==> config.mk <==
export PLATFORM = sky130hd
export DESIGN_NAME = mem_port_arbiter
export DESIGN_NICKNAME = d
export VERILOG_FILES = /design/src/rtl/mem_port_arbiter.sv
export SDC_FILE = /design/constraint.sdc
export NUM_CORES = 1
export LEC_CHECK = 0
export BUFFER_PORTS_ARGS = -buffer_cell sky130_fd_sc_hd__buf_4
export CELL_PAD_IN_SITES_DETAIL_PLACEMENT = 2
export CELL_PAD_IN_SITES_GLOBAL_PLACEMENT = 2
export CORE_MARGIN = 8
export CORE_UTILIZATION = 31
export DETAILED_ROUTE_END_ITERATION = 10
export HOLD_SLACK_MARGIN = 0.06
export PLACE_DENSITY = 0.84
export REMOVE_ABC_BUFFERS = 1
export SYNTH_ARGS = -nofsm -noshare
export SYNTH_HDL_FRONTEND = slang
export SYNTH_SLANG_ARGS = --single-unit
==> constraint.sdc <==
create_clock -name clk_i -period 3.9 [get_ports clk_i]
set_input_delay 0.585 -clock clk_i [delete_from_list [all_inputs] [get_ports clk_i]]
set_output_delay 0.585 -clock clk_i [all_outputs]
set_load 0.02 [all_outputs]
==> src/rtl/mem_port_arbiter.sv <==
`timescale 1ns/1ps
// Shared memory-port arbiter for instruction fetch and data access: round-robin grant,
// req/ack sequencing towards the backing memory, ready/stall generation and a timeout watchdog.
module mem_port_arbiter #(
  parameter int unsigned       ADDR_W   = 32,
  parameter int unsigned       DATA_W   = 32,
  parameter int unsigned       TIMEOUT  = 16,
  parameter logic [DATA_W-1:0] ERR_DATA = 32'hDEAD_BEEF
) (
  input  logic              clk_i,
  input  logic              rst_ni,
  input  logic              if_req_i,
  input  logic [ADDR_W-1:0] if_addr_i,
  output logic [DATA_W-1:0] if_rdata_o,
  output logic              if_ready_o,
  input  logic              dm_req_i,
  input  logic              dm_we_i,
  input  logic [ADDR_W-1:0] dm_addr_i,
  input  logic [DATA_W-1:0] dm_wdata_i,
  output logic [DATA_W-1:0] dm_rdata_o,
  output logic              dm_ready_o,
  output logic              mem_req_o,
  output logic              mem_we_o,
  output logic [ADDR_W-1:0] mem_addr_o,
  output logic [DATA_W-1:0] mem_wdata_o,
  input  logic [DATA_W-1:0] mem_rdata_i,
  input  logic              mem_ack_i,
  output logic              stall_if_o,
  output logic              stall_mem_o,
  output logic              err_o
);

  localparam int unsigned CNT_W    = $clog2(TIMEOUT);
  localparam logic [CNT_W-1:0] CNT_LAST = CNT_W'(TIMEOUT - 1);

  localparam logic [1:0] IDLE   = 2'd0;
  localparam logic [1:0] BUSY_I = 2'd1;
  localparam logic [1:0] BUSY_D = 2'd2;

  logic [1:0]        state_q, state_d;
  logic              last_grant_q, last_grant_d;
  logic [CNT_W-1:0]  cnt_q, cnt_d;
  logic              mem_req_q, mem_req_d;
  logic              mem_we_q, mem_we_d;
  logic [ADDR_W-1:0] mem_addr_q, mem_addr_d;
  logic [DATA_W-1:0] mem_wdata_q, mem_wdata_d;
  logic [DATA_W-1:0] if_rdata_q, if_rdata_d;
  logic [DATA_W-1:0] dm_rdata_q, dm_rdata_d;
  logic              if_ready_q, if_ready_d;
  logic              dm_ready_q, dm_ready_d;
  logic              err_q, err_d;

  logic if_elig, dm_elig, busy_data, finish, abort;

  // A side that is being answered this cycle must not be re-granted on its still-high request.
  assign if_elig   = if_req_i & ~if_ready_q;
  assign dm_elig   = dm_req_i & ~dm_ready_q;
  assign busy_data = (state_q == BUSY_D);
  assign finish    = (state_q != IDLE) & mem_ack_i;
  assign abort     = (state_q != IDLE) & ~mem_ack_i & (cnt_q == CNT_LAST);

  always_comb begin
    state_d      = state_q;
    last_grant_d = last_grant_q;
    cnt_d        = cnt_q;
    mem_req_d    = mem_req_q;
    mem_we_d     = mem_we_q;
    mem_addr_d   = mem_addr_q;
    mem_wdata_d  = mem_wdata_q;
    if_rdata_d   = if_rdata_q;
    dm_rdata_d   = dm_rdata_q;
    if_ready_d   = 1'b0;
    dm_ready_d   = 1'b0;
    err_d        = 1'b0;

    case (state_q)
      IDLE: begin
        // On a tie the side opposite the previous grant wins.
        if (dm_elig && (!if_elig || !last_grant_q)) begin
          state_d      = BUSY_D;
          last_grant_d = 1'b1;
          cnt_d        = '0;
          mem_req_d    = 1'b1;
          mem_we_d     = dm_we_i;
          mem_addr_d   = dm_addr_i;
          mem_wdata_d  = dm_wdata_i;
        end else if (if_elig) begin
          state_d      = BUSY_I;
          last_grant_d = 1'b0;
          cnt_d        = '0;
          mem_req_d    = 1'b1;
          mem_we_d     = 1'b0;
          mem_addr_d   = if_addr_i;
          mem_wdata_d  = '0;
        end
      end
      BUSY_I, BUSY_D: begin
        if (finish || abort) begin
          state_d   = IDLE;
          mem_req_d = 1'b0;
          mem_we_d  = 1'b0;
          err_d     = abort;
          if (busy_data) begin
            dm_ready_d = 1'b1;
            if (!mem_we_q) dm_rdata_d = finish ? mem_rdata_i : ERR_DATA;
          end else begin
            if_ready_d = 1'b1;
            if_rdata_d = finish ? mem_rdata_i : ERR_DATA;
          end
        end else begin
          cnt_d = cnt_q + CNT_W'(1);
        end
      end
      default: state_d = IDLE;
    endcase
  end

  always_ff @(posedge clk_i or negedge rst_ni) begin
    if (!rst_ni) begin
      state_q      <= IDLE;
      last_grant_q <= 1'b0;
      cnt_q        <= '0;
      mem_req_q    <= 1'b0;
      mem_we_q     <= 1'b0;
      mem_addr_q   <= '0;
      mem_wdata_q  <= '0;
      if_rdata_q   <= '0;
      dm_rdata_q   <= '0;
      if_ready_q   <= 1'b0;
      dm_ready_q   <= 1'b0;
      err_q        <= 1'b0;
    end else begin
      state_q      <= state_d;
      last_grant_q <= last_grant_d;
      cnt_q        <= cnt_d;
      mem_req_q    <= mem_req_d;
      mem_we_q     <= mem_we_d;
      mem_addr_q   <= mem_addr_d;
      mem_wdata_q  <= mem_wdata_d;
      if_rdata_q   <= if_rdata_d;
      dm_rdata_q   <= dm_rdata_d;
      if_ready_q   <= if_ready_d;
      dm_ready_q   <= dm_ready_d;
      err_q        <= err_d;
    end
  end

  assign mem_req_o   = mem_req_q;
  assign mem_we_o    = mem_we_q;
  assign mem_addr_o  = mem_addr_q;
  assign mem_wdata_o = mem_wdata_q;
  assign if_rdata_o  = if_rdata_q;
  assign dm_rdata_o  = dm_rdata_q;
  assign if_ready_o  = if_ready_q;
  assign dm_ready_o  = dm_ready_q;
  assign err_o       = err_q;
  assign stall_if_o  = if_req_i & ~if_ready_q;
  assign stall_mem_o = dm_req_i & ~dm_ready_q;

endmodule

# ---- After elaboration in Yosys (flattened, before gate mapping)
# Cells that the tools add are included.
dict set report totals {
  reg_bits 140
  in_bits 134
  out_inout_bits 135
  word_cells 74
}
dict set report classes {
  n_addsub 1
  eq_ne 6
  n_mux 29
  bitwise_logic 10
  n_reduce_logical 16
}
# cell n
set op_table {}
lappend op_table {{$mux W32} 5}
lappend op_table {{$mux W1} 14}
lappend op_table {{$mux W4} 3}
lappend op_table {{$reduce_and A3 Y1} 3}
lappend op_table {{$pmux W4 S2} 1}
lappend op_table {{$mux W2} 3}
lappend op_table {{$reduce_bool A2 Y1} 3}
lappend op_table {{$and A1 B1 Y1} 5}
lappend op_table {{$not A1 Y1} 5}
lappend op_table {{$add A4 B1 Y4 const B} 1}
lappend op_table {{$eq A4 B4 Y1 const B} 1}
lappend op_table {{$ne A2 B2 Y1 const B} 2}
lappend op_table {{$pmux W1 S2} 2}
lappend op_table {{$pmux W2 S2} 1}
lappend op_table {{$reduce_and A2 Y1} 2}
lappend op_table {{$reduce_and A4 Y1} 1}
lappend op_table {{$ne A3 B3 Y1 const B} 1}
lappend op_table {{$eq A2 B1 Y1 const B} 1}
lappend op_table {{$eq A2 B2 Y1 const B} 1}
lappend op_table {{$logic_not A1 Y1} 2}
lappend op_table {{$logic_not A2 Y1} 1}
lappend op_table {{$logic_or A1 B1 Y1} 2}
lappend op_table {{$reduce_or A2 Y1} 1}
lappend op_table {{$logic_and A1 B1 Y1} 1}

# ---- Logic depth before layout (Yosys ltp)
# Gate-level depths: netlist of the first run.
dict set report depth {
  ltp_word 7
  mapped_depth 9
  ltp_nobuf 6
}

# ---- Worst setup path after synthesis of the first run
# Ideal clock, no wire load.
dict set report synth_path {
  path_type {reg2reg}
  from {register state_q[0]}
  to {register dm_rdata_q[10] (netlist: dm_rdata_o[10])}
  setup_time_ps 125
  arrival_time_ps 2151
  required_time_ps 3775
  slack_ps 1624
  stages_incl_launch_ff 10
  path_buffers 3
  synth_period_minus_slack_ps 2276
  cell_sequence {dfrtp_1 inv_1 ha_1 buf_4 inv_1 or3_1 buf_2 nor3b_4 buf_6 mux2_2}
}
dict set report synth_via {
  elab_chain_len 5
  elab_cells_between_ends 10
  cone_classes {eq/ne (2); mux (1); bitwise (3); reduce/logical (4)}
}
# element line_no
set synth_lines {}
lappend synth_lines {{start: declaration} 40} ;# logic [1:0] state_q, state_d;
lappend synth_lines {{start signal: assignment} 133} ;# state_q <= state_d;
lappend synth_lines {{$reduce_bool A2 Y1} {59, 60}}
lappend synth_lines {{$and A1 B1 Y1 (2 in series)} 60} ;# assign abort = (state_q != IDLE) & ~mem_ack_i & (cnt_q == CNT_LAST);
lappend synth_lines {{$logic_or A1 B1 Y1} 98} ;# if (finish || abort) begin
lappend synth_lines {{$reduce_and A4 Y1 (no source line)} -}
lappend synth_lines {{end signal: assignment} 141} ;# dm_rdata_q <= dm_rdata_d;
lappend synth_lines {{end: declaration} 48} ;# logic [DATA_W-1:0] dm_rdata_q, dm_rdata_d;
# Parallel ways exist; a longest one is shown, timed or not.
# A chain may end at the register's enable or synchronous reset.

# ---- Final worst setup path of the first run
dict set report layout_path {
  from {register state_q[0]}
  to {register if_rdata_q[28] (netlist: if_rdata_o[28])}
}
dict set report layout_via {
  elab_chain_len 5
  elab_cells_between_ends 11
  cone_classes {eq/ne (2); mux (1); bitwise (4); reduce/logical (4)}
}
# element line_no
set layout_lines {}
lappend layout_lines {{$reduce_bool A2 Y1} {59, 60}}
lappend layout_lines {{$and A1 B1 Y1 (2 in series)} 60}
lappend layout_lines {{$logic_or A1 B1 Y1} 98}
lappend layout_lines {{$reduce_and A3 Y1 (no source line)} -}
lappend layout_lines {{end signal: assignment} 140} ;# if_rdata_q <= if_rdata_d;
lappend layout_lines {{end: declaration} 47} ;# logic [DATA_W-1:0] if_rdata_q, if_rdata_d;
# Parallel ways exist; a longest one is shown, timed or not.

==> results.py, run 1 <==
metrics = {
    "cts": {
        "htreeDepth": 4,
        "root_buffer": "clkbuf_16",
        "post-cts-setup-buffers": 0,
        "cts_resized": 0,
        "numCtsBuffers": 17,
        "cts_buffer_depth": 2,
        "cts_tree": "built",
        "cts.sinks": 140,
        "insertion_delay_ns": 0.42,
        "holdBufCountCts": 0,
        "clk_pin_slew_ns": 0.06,
    },
    "placed_design": {
        "dp_slack_ns": 1.17,
        "dp_cells": 936,
        "placed_area_um2": 8140,
        "globalplace.congestion": 0.752,
        "dp_hpwl_um": 16200,
        "portBuffers": 268,
    },
    "global_route": {
        "grt_max_degree": 86,
        "grt.total_usage_pct": 18.0,
        "overflow": 0,
        "antenna_found_initial": 0,
        "grt_pass1_vias": 5761,
        "grt_pass1_wl_um": 33300,
    },
    "die": {
        "ios": 269,
        "start_util_pct": 31.5,
        "core_area_um2": 18600,
        "die_area_um2": 23600,
        "die_w_um": 154,
        "row_count": 50,
        "die_h_um": 154,
    },
    "layout": {
        "finish.instance_area_um2": 8740,
        "area_growth_pct": 48.7,
        "n_antenna_cell": 0,
        "final_layout_size_suffix_gt1_share_pct": 51.1,
        "final_cells": 968,
        "fin_nets": 858,
        "final_common_cell": "buf_4",
        "fin_util_pct": 46.9,
        "layout_common_cells": "buf_4 (275), dfrtp_1 (140), mux2_2 (60)",
    },
    "synth": {
        "synthesis.area_um2": 5880,
        "synth.lib_cells_used.distinct": 41,
        "seq_area_frac_synth_pct": 59.6,
        "syn_avg_cell_area_um2": 12.9,
        "synth-seq-cells": 140,
        "netlist_instances": 456,
        "ys_warn_count": 0,
    },
    "sta": {
        "hold_viol_final": 0,
        "fin_skew_ns": 0.0100,
        "period_needed_ns": 2.75,
        "worstMarginPinSlew_ns": 0.813,
        "timing.final.crit_share_pct": 70.5,
        "relSlewSlack_pct": 45.8,
        "finalMaxSlewViolations": 0,
        "fin_ws_ns": 1.15,
        "fmax_mhz": 363,
        "setup_violations": 0,
        "fin_tns_setup_ns": 0,
        "fin_hold_ws_ns": 0.239,
        "rsz0062_at_grt": "no",
    },
    "status": {
        "status": "complete, no violations",
    },
    "routing": {
        "antenna_left": 0,
        "detail_route.vias_per_cell": 4.86,
        "drtPass1Iterations": 4,
        "wl_um": 21300,
        "wl_per_cell_um": 22.0,
        "drc": 0,
        "vias": 4708,
        "drt-initial-drc-count": 131,
    },
    "worst_setup_path": {
        "endpoint_kind": "register",
        "cp.required_ns": 4.20,
        "critPathKind": "reg -> reg",
        "r2r_slack_ns": 1.15,
        "arrival_ns": 3.05,
        "critPathLaunchType": "register",
        "crit_fanout": 29,
    },
    "power": {
        "vdd_drop_max_uv": 322,
        "p_leak_nw": 4.29,
        "powerDensity_nw_per_um2": 882,
        "power_mw": 7.70,
    },
    "flow_run": {
        "maxCapViolCount": 0,
    },
    "min_path": {
        "hold_path.class": "in -> async",
    },
}
-- layout make-up --
class / count / area (um2)
Clock buffer: 19 / 433
Tap cell: 234 / 293
Clock inverter: 13 / 166
Inverter: 5 / 18.8
Sequential cell: 140 / 3500
Multi-Input combinational cell: 279 / 2210
Fill cell: 1871 / 9910
Timing Repair Buffer: 278 / 2120
-- worst paths after layout --
check | startpoint | end | cells past startpoint
worst max-delay path | state_q[0]$_DFFE_PN0P_ | if_rdata_o[28]$_DFFE_PN0P_ | 7
worst min-delay path | rst_ni | dm_rdata_o[14]$_DFFE_PN0P_ | 1
worst max register to register | state_q[0]$_DFFE_PN0P_ | if_rdata_o[28]$_DFFE_PN0P_ | 7
worst min register to register | last_grant_q$_DFFE_PN0P_ | last_grant_q$_DFFE_PN0P_ | 1
max in group asynchronous | rst_ni | dm_rdata_o[17]$_DFFE_PN0P_ | 2
min in group clk_i | dm_wdata_i[25] | mem_wdata_o[25]$_DFFE_PN0P_ | 2
-- layer usage --
layer / wire (um) / part of all wire (%) / track usage [%]
met1: 8150 / 38 / 19.1
met3: 1630 / 7.6 / 6.75
met5: 0 / 0 / 0
met2: 11000 / 52 / 32.0
met4: 556 / 2.6 / 6.95
-- cells in the mapped netlist --
cell | number | share of area (%)
dfrtp_1 | 140 | 60
mux2_2 | 60 | 11
mux2_1 | 4 | 0.77
a21o_1 | 1 | 0.13
or3_1 | 1 | 0.11
o41ai_1 | 2 | 0.30
nand2b_1 | 25 | 2.7
nor3b_1 | 1 | 0.13
and3_1 | 1 | 0.11
o21a_1 | 1 | 0.13
nor2_1 | 4 | 0.26
o21ai_0 | 35 | 3.0
and2_1 | 10 | 1.1
a31oi_1 | 1 | 0.11
a22o_1 | 32 | 4.8
xor2_1 | 1 | 0.15
or2_2 | 1 | 0.11
o31ai_1 | 1 | 0.13
nand4b_1 | 1 | 0.15
o221ai_1 | 1 | 0.15
buf_2 | 8 | 0.68
ha_1 | 3 | 0.64
o21ai_1 | 1 | 0.085
inv_1 | 5 | 0.32
o211a_1 | 2 | 0.34
buf_1 | 1 | 0.064
nor2_2 | 1 | 0.11
nand3_1 | 2 | 0.17
nor3_1 | 3 | 0.26
a21bo_2 | 1 | 0.17
clkbuf_1 | 16 | 1.0
mux2i_1 | 34 | 5.8
nor2b_1 | 3 | 0.32
nand2_1 | 35 | 2.2
a211oi_1 | 3 | 0.38
a21oi_1 | 5 | 0.43
buf_4 | 4 | 0.51
nor3b_4 | 1 | 0.32
o32ai_1 | 1 | 0.15
o211ai_1 | 1 | 0.13
buf_6 | 3 | 0.57
-- critical path, cell delays in order (launching register included) --
cell and delay (ns):
dfrtp_1 0.36, inv_1 0.07, ha_1 0.48, inv_1 0.21, or3_1 0.52, nor2_4 0.20
buf_4 0.39, mux2_2 0.39
-- power by group --
part | leakage [nW] | switching, mW | internal (mW) | total, mW
Combinational | 2.29 | 1.96 | 1.51 | 3.46
Sequential | 1.71 | 0.453 | 2.12 | 2.57
Clock | 0.284 | 0.656 | 1.01 | 1.67
-- sequential cells by signal, summed over array words and instances, names as in the netlist --
register	cells
dm_rdata_o	32
if_rdata_o	32
mem_addr_o	32
mem_wdata_o	32
cnt_q	4
state_q	2
dm_ready_o	1
err_o	1
if_ready_o	1
last_grant_q	1
mem_req_o	1
mem_we_o	1
-- logic make-up after synthesis --
group / share of synthesized area, %
flip-flops: 59.6
multiplexers: 18.1
AND/OR/NAND/NOR: 7.99
AO/OA/AOI/OAI: 10.4
buffers and inverters: 3.17
adder cells (fa/ha/maj): 0.639
XOR/XNOR: 0.149
Note: power is estimated with default switching activity, not from simulation.
==> inputs of run 2 (changes only) <==
--- a/config.mk
+++ b/config.mk
@@ -9,10 +9,10 @@
 export CELL_PAD_IN_SITES_DETAIL_PLACEMENT = 2
 export CELL_PAD_IN_SITES_GLOBAL_PLACEMENT = 2
 export CORE_MARGIN = 8
-export CORE_UTILIZATION = 31
+export CORE_UTILIZATION = 26
 export DETAILED_ROUTE_END_ITERATION = 10
 export HOLD_SLACK_MARGIN = 0.06
-export PLACE_DENSITY = 0.84
+export PLACE_DENSITY = 0.75
 export REMOVE_ABC_BUFFERS = 1
 export SYNTH_ARGS = -nofsm -noshare
 export SYNTH_HDL_FRONTEND = slang
==> constraint.sdc (replaced) <==
create_clock -name clk_i -period 2.5 [get_ports clk_i]
set_input_delay 0.375 -clock clk_i [delete_from_list [all_inputs] [get_ports clk_i]]
set_output_delay 0.375 -clock clk_i [all_outputs]
set_load 0.02 [all_outputs]
==> run 2 against run 1 <==
Die area grew 17%. Global-route usage fell by 2.7 points. Critical endpoint is now dm_rdata_o[28]$_DFFE_PN0P_. Register-to-register slack got worse by 1.0 ns. Final cell count grew 5.5%. Clock power up 66%.
==> results.py, run 2 (synthesized netlist as in run 1, its figures left out) <==
metrics = {
    "layout": {
        "regArea_um2": 3500,
        "area_growth_pct": 51.7,
        "multiInputGateArea_um2": 2210,
        "layout_common_cells": "buf_4 (274), dfrtp_1 (140), mux2_2 (60)",
        "fillCellCount": 2361,
        "fin_nets": 861,
        "n_antenna_cell": 0,
        "final_layout_size_suffix_gt1_share_pct": 51.1,
        "final_common_cell": "buf_4",
    },
    "power": {
        "p_leak_nw": 4.34,
        "vdd_drop_max_uv": 569,
        "powerDensity_nw_per_um2": 1370,
        "power_mw": 12.2,
    },
    "routing": {
        "drc": 0,
        "wl_per_cell_um": 20.7,
        "vias": 4678,
        "antenna_left": 0,
        "drt-initial-drc-count": 113,
        "wl_um": 21200,
        "detail_route.vias_per_cell": 4.58,
        "drtPass1Iterations": 4,
    },
    "cts": {
        "post-cts-setup-buffers": 0,
        "cts.sinks": 140,
        "clk_pin_slew_ns": 0.06,
        "numCtsBuffers": 17,
        "cts_buffer_depth": 2,
        "root_buffer": "clkbuf_16",
        "insertion_delay_ns": 0.42,
        "cts_tree": "built",
        "htreeDepth": 4,
    },
    "sta": {
        "rsz0062_at_grt": "no",
        "setup_violations": 0,
        "fin_skew_ns": 0.0172,
        "fin_tns_setup_ns": 0,
        "timing.final.crit_share_pct": 95.4,
        "finalMaxSlewViolations": 0,
        "period_needed_ns": 2.38,
        "fin_hold_ws_ns": 0.171,
        "relSlewSlack_pct": 59.1,
        "worstMarginPinSlew_ns": 0.614,
        "fmax_mhz": 419,
        "hold_viol_final": 0,
    },
    "global_route": {
        "overflow": 0,
        "grt_pass1_vias": 5633,
        "grt_max_degree": 102,
        "grt_pass1_wl_um": 33100,
        "grt.total_usage_pct": 15.3,
        "antenna_found_initial": 0,
    },
    "die": {
        "start_util_pct": 26.2,
        "die_area_um2": 27700,
        "ios": 269,
        "core_area_um2": 22400,
        "die_w_um": 166,
        "row_count": 55,
        "die_h_um": 166,
    },
    "worst_setup_path": {
        "critPathLaunchType": "register",
        "cp.required_ns": 2.80,
        "endpoint_kind": "register",
        "arrival_ns": 2.68,
        "crit_fanout": 32,
        "critPathKind": "reg -> reg",
    },
    "placed_design": {
        "globalplace.congestion": 0.788,
        "portBuffers": 268,
        "dp_hpwl_um": 16200,
    },
    "flow_run": {
        "maxCapViolCount": 0,
    },
    "status": {
        "status": "complete, no violations",
    },
    "min_path": {
        "hold_path.class": "in -> reg",
    },
}
[run 2: final cells by class]
class / count / area share, %
Inverter: 5 / 0.211
Timing Repair Buffer: 281 / 24.4
Clock buffer: 19 / 4.86
Clock inverter: 12 / 2.36
Tap cell: 285 / 4.00
Sequential cell: 140 / 39.3
Multi-Input combinational cell: 279 / 24.8
[run 2: critical path: stages (launching register included)]
cell and delay (ns):
dfrtp_1 0.45, ha_1 0.28, a31oi_1 0.16, or3_1 0.48, nor3b_4 0.25, buf_12 0.25, mux2_2 0.37
[run 2: power by group]
part,switching (mW),internal (mW)
Combinational,3.07,2.39
Clock,0.994,1.78
Sequential,0.680,3.30
[run 2: worst paths after layout]
check                           slack, ns                           to  cells past startpoint                        from
worst max-delay path                 0.12   dm_rdata_o[28]$_DFFE_PN0P_                      6        cnt_q[0]$_DFFE_PN0P_
worst min-delay path                 0.17  mem_wdata_o[13]$_DFFE_PN0P_                      2              dm_wdata_i[13]
worst max register to register       0.12   dm_rdata_o[28]$_DFFE_PN0P_                      6        cnt_q[0]$_DFFE_PN0P_
worst min register to register       0.48   mem_addr_o[26]$_DFFE_PN0P_                      2  mem_addr_o[26]$_DFFE_PN0P_
max in group asynchronous            1.21   if_rdata_o[13]$_DFFE_PN0P_                      3                      rst_ni
min in group asynchronous            0.52  mem_wdata_o[22]$_DFFE_PN0P_                      2                      rst_ni
[run 2: per-layer routing]
layer	GRT usage, %	wire, um
met5	0	0
met4	5.56	505
met3	5.18	1230
met2	28.8	11700
met1	15.4	7740
[run 2: repair_timing]
item                                    CTS  global route
endpoints found under the setup margin    0             0
gates resized for setup                   0             0
hold buffers                              1             0
hold endpoints to repair                 61             0
[run 2: metrics by stage]
| stage | instance area (um2) | setup slack, ns | utilization (%) | cells |
|---|---|---|---|---|
| 2_1_floorplan | 5710 | -1.81 | - | 424 |
| 3_3_place_gp | 8260 | 0.240 | 36.8 | 989 |
| 3_5_place_dp | 8260 | 0.131 | 36.8 | 989 |
| 4_1_cts | 8910 | 0.0965 | 39.7 | 1021 |
| 5_1_grt | 8910 | 0.0121 | 39.7 | 1021 |
| 6_report | 8910 | 0.116 | 39.7 | 1021 |
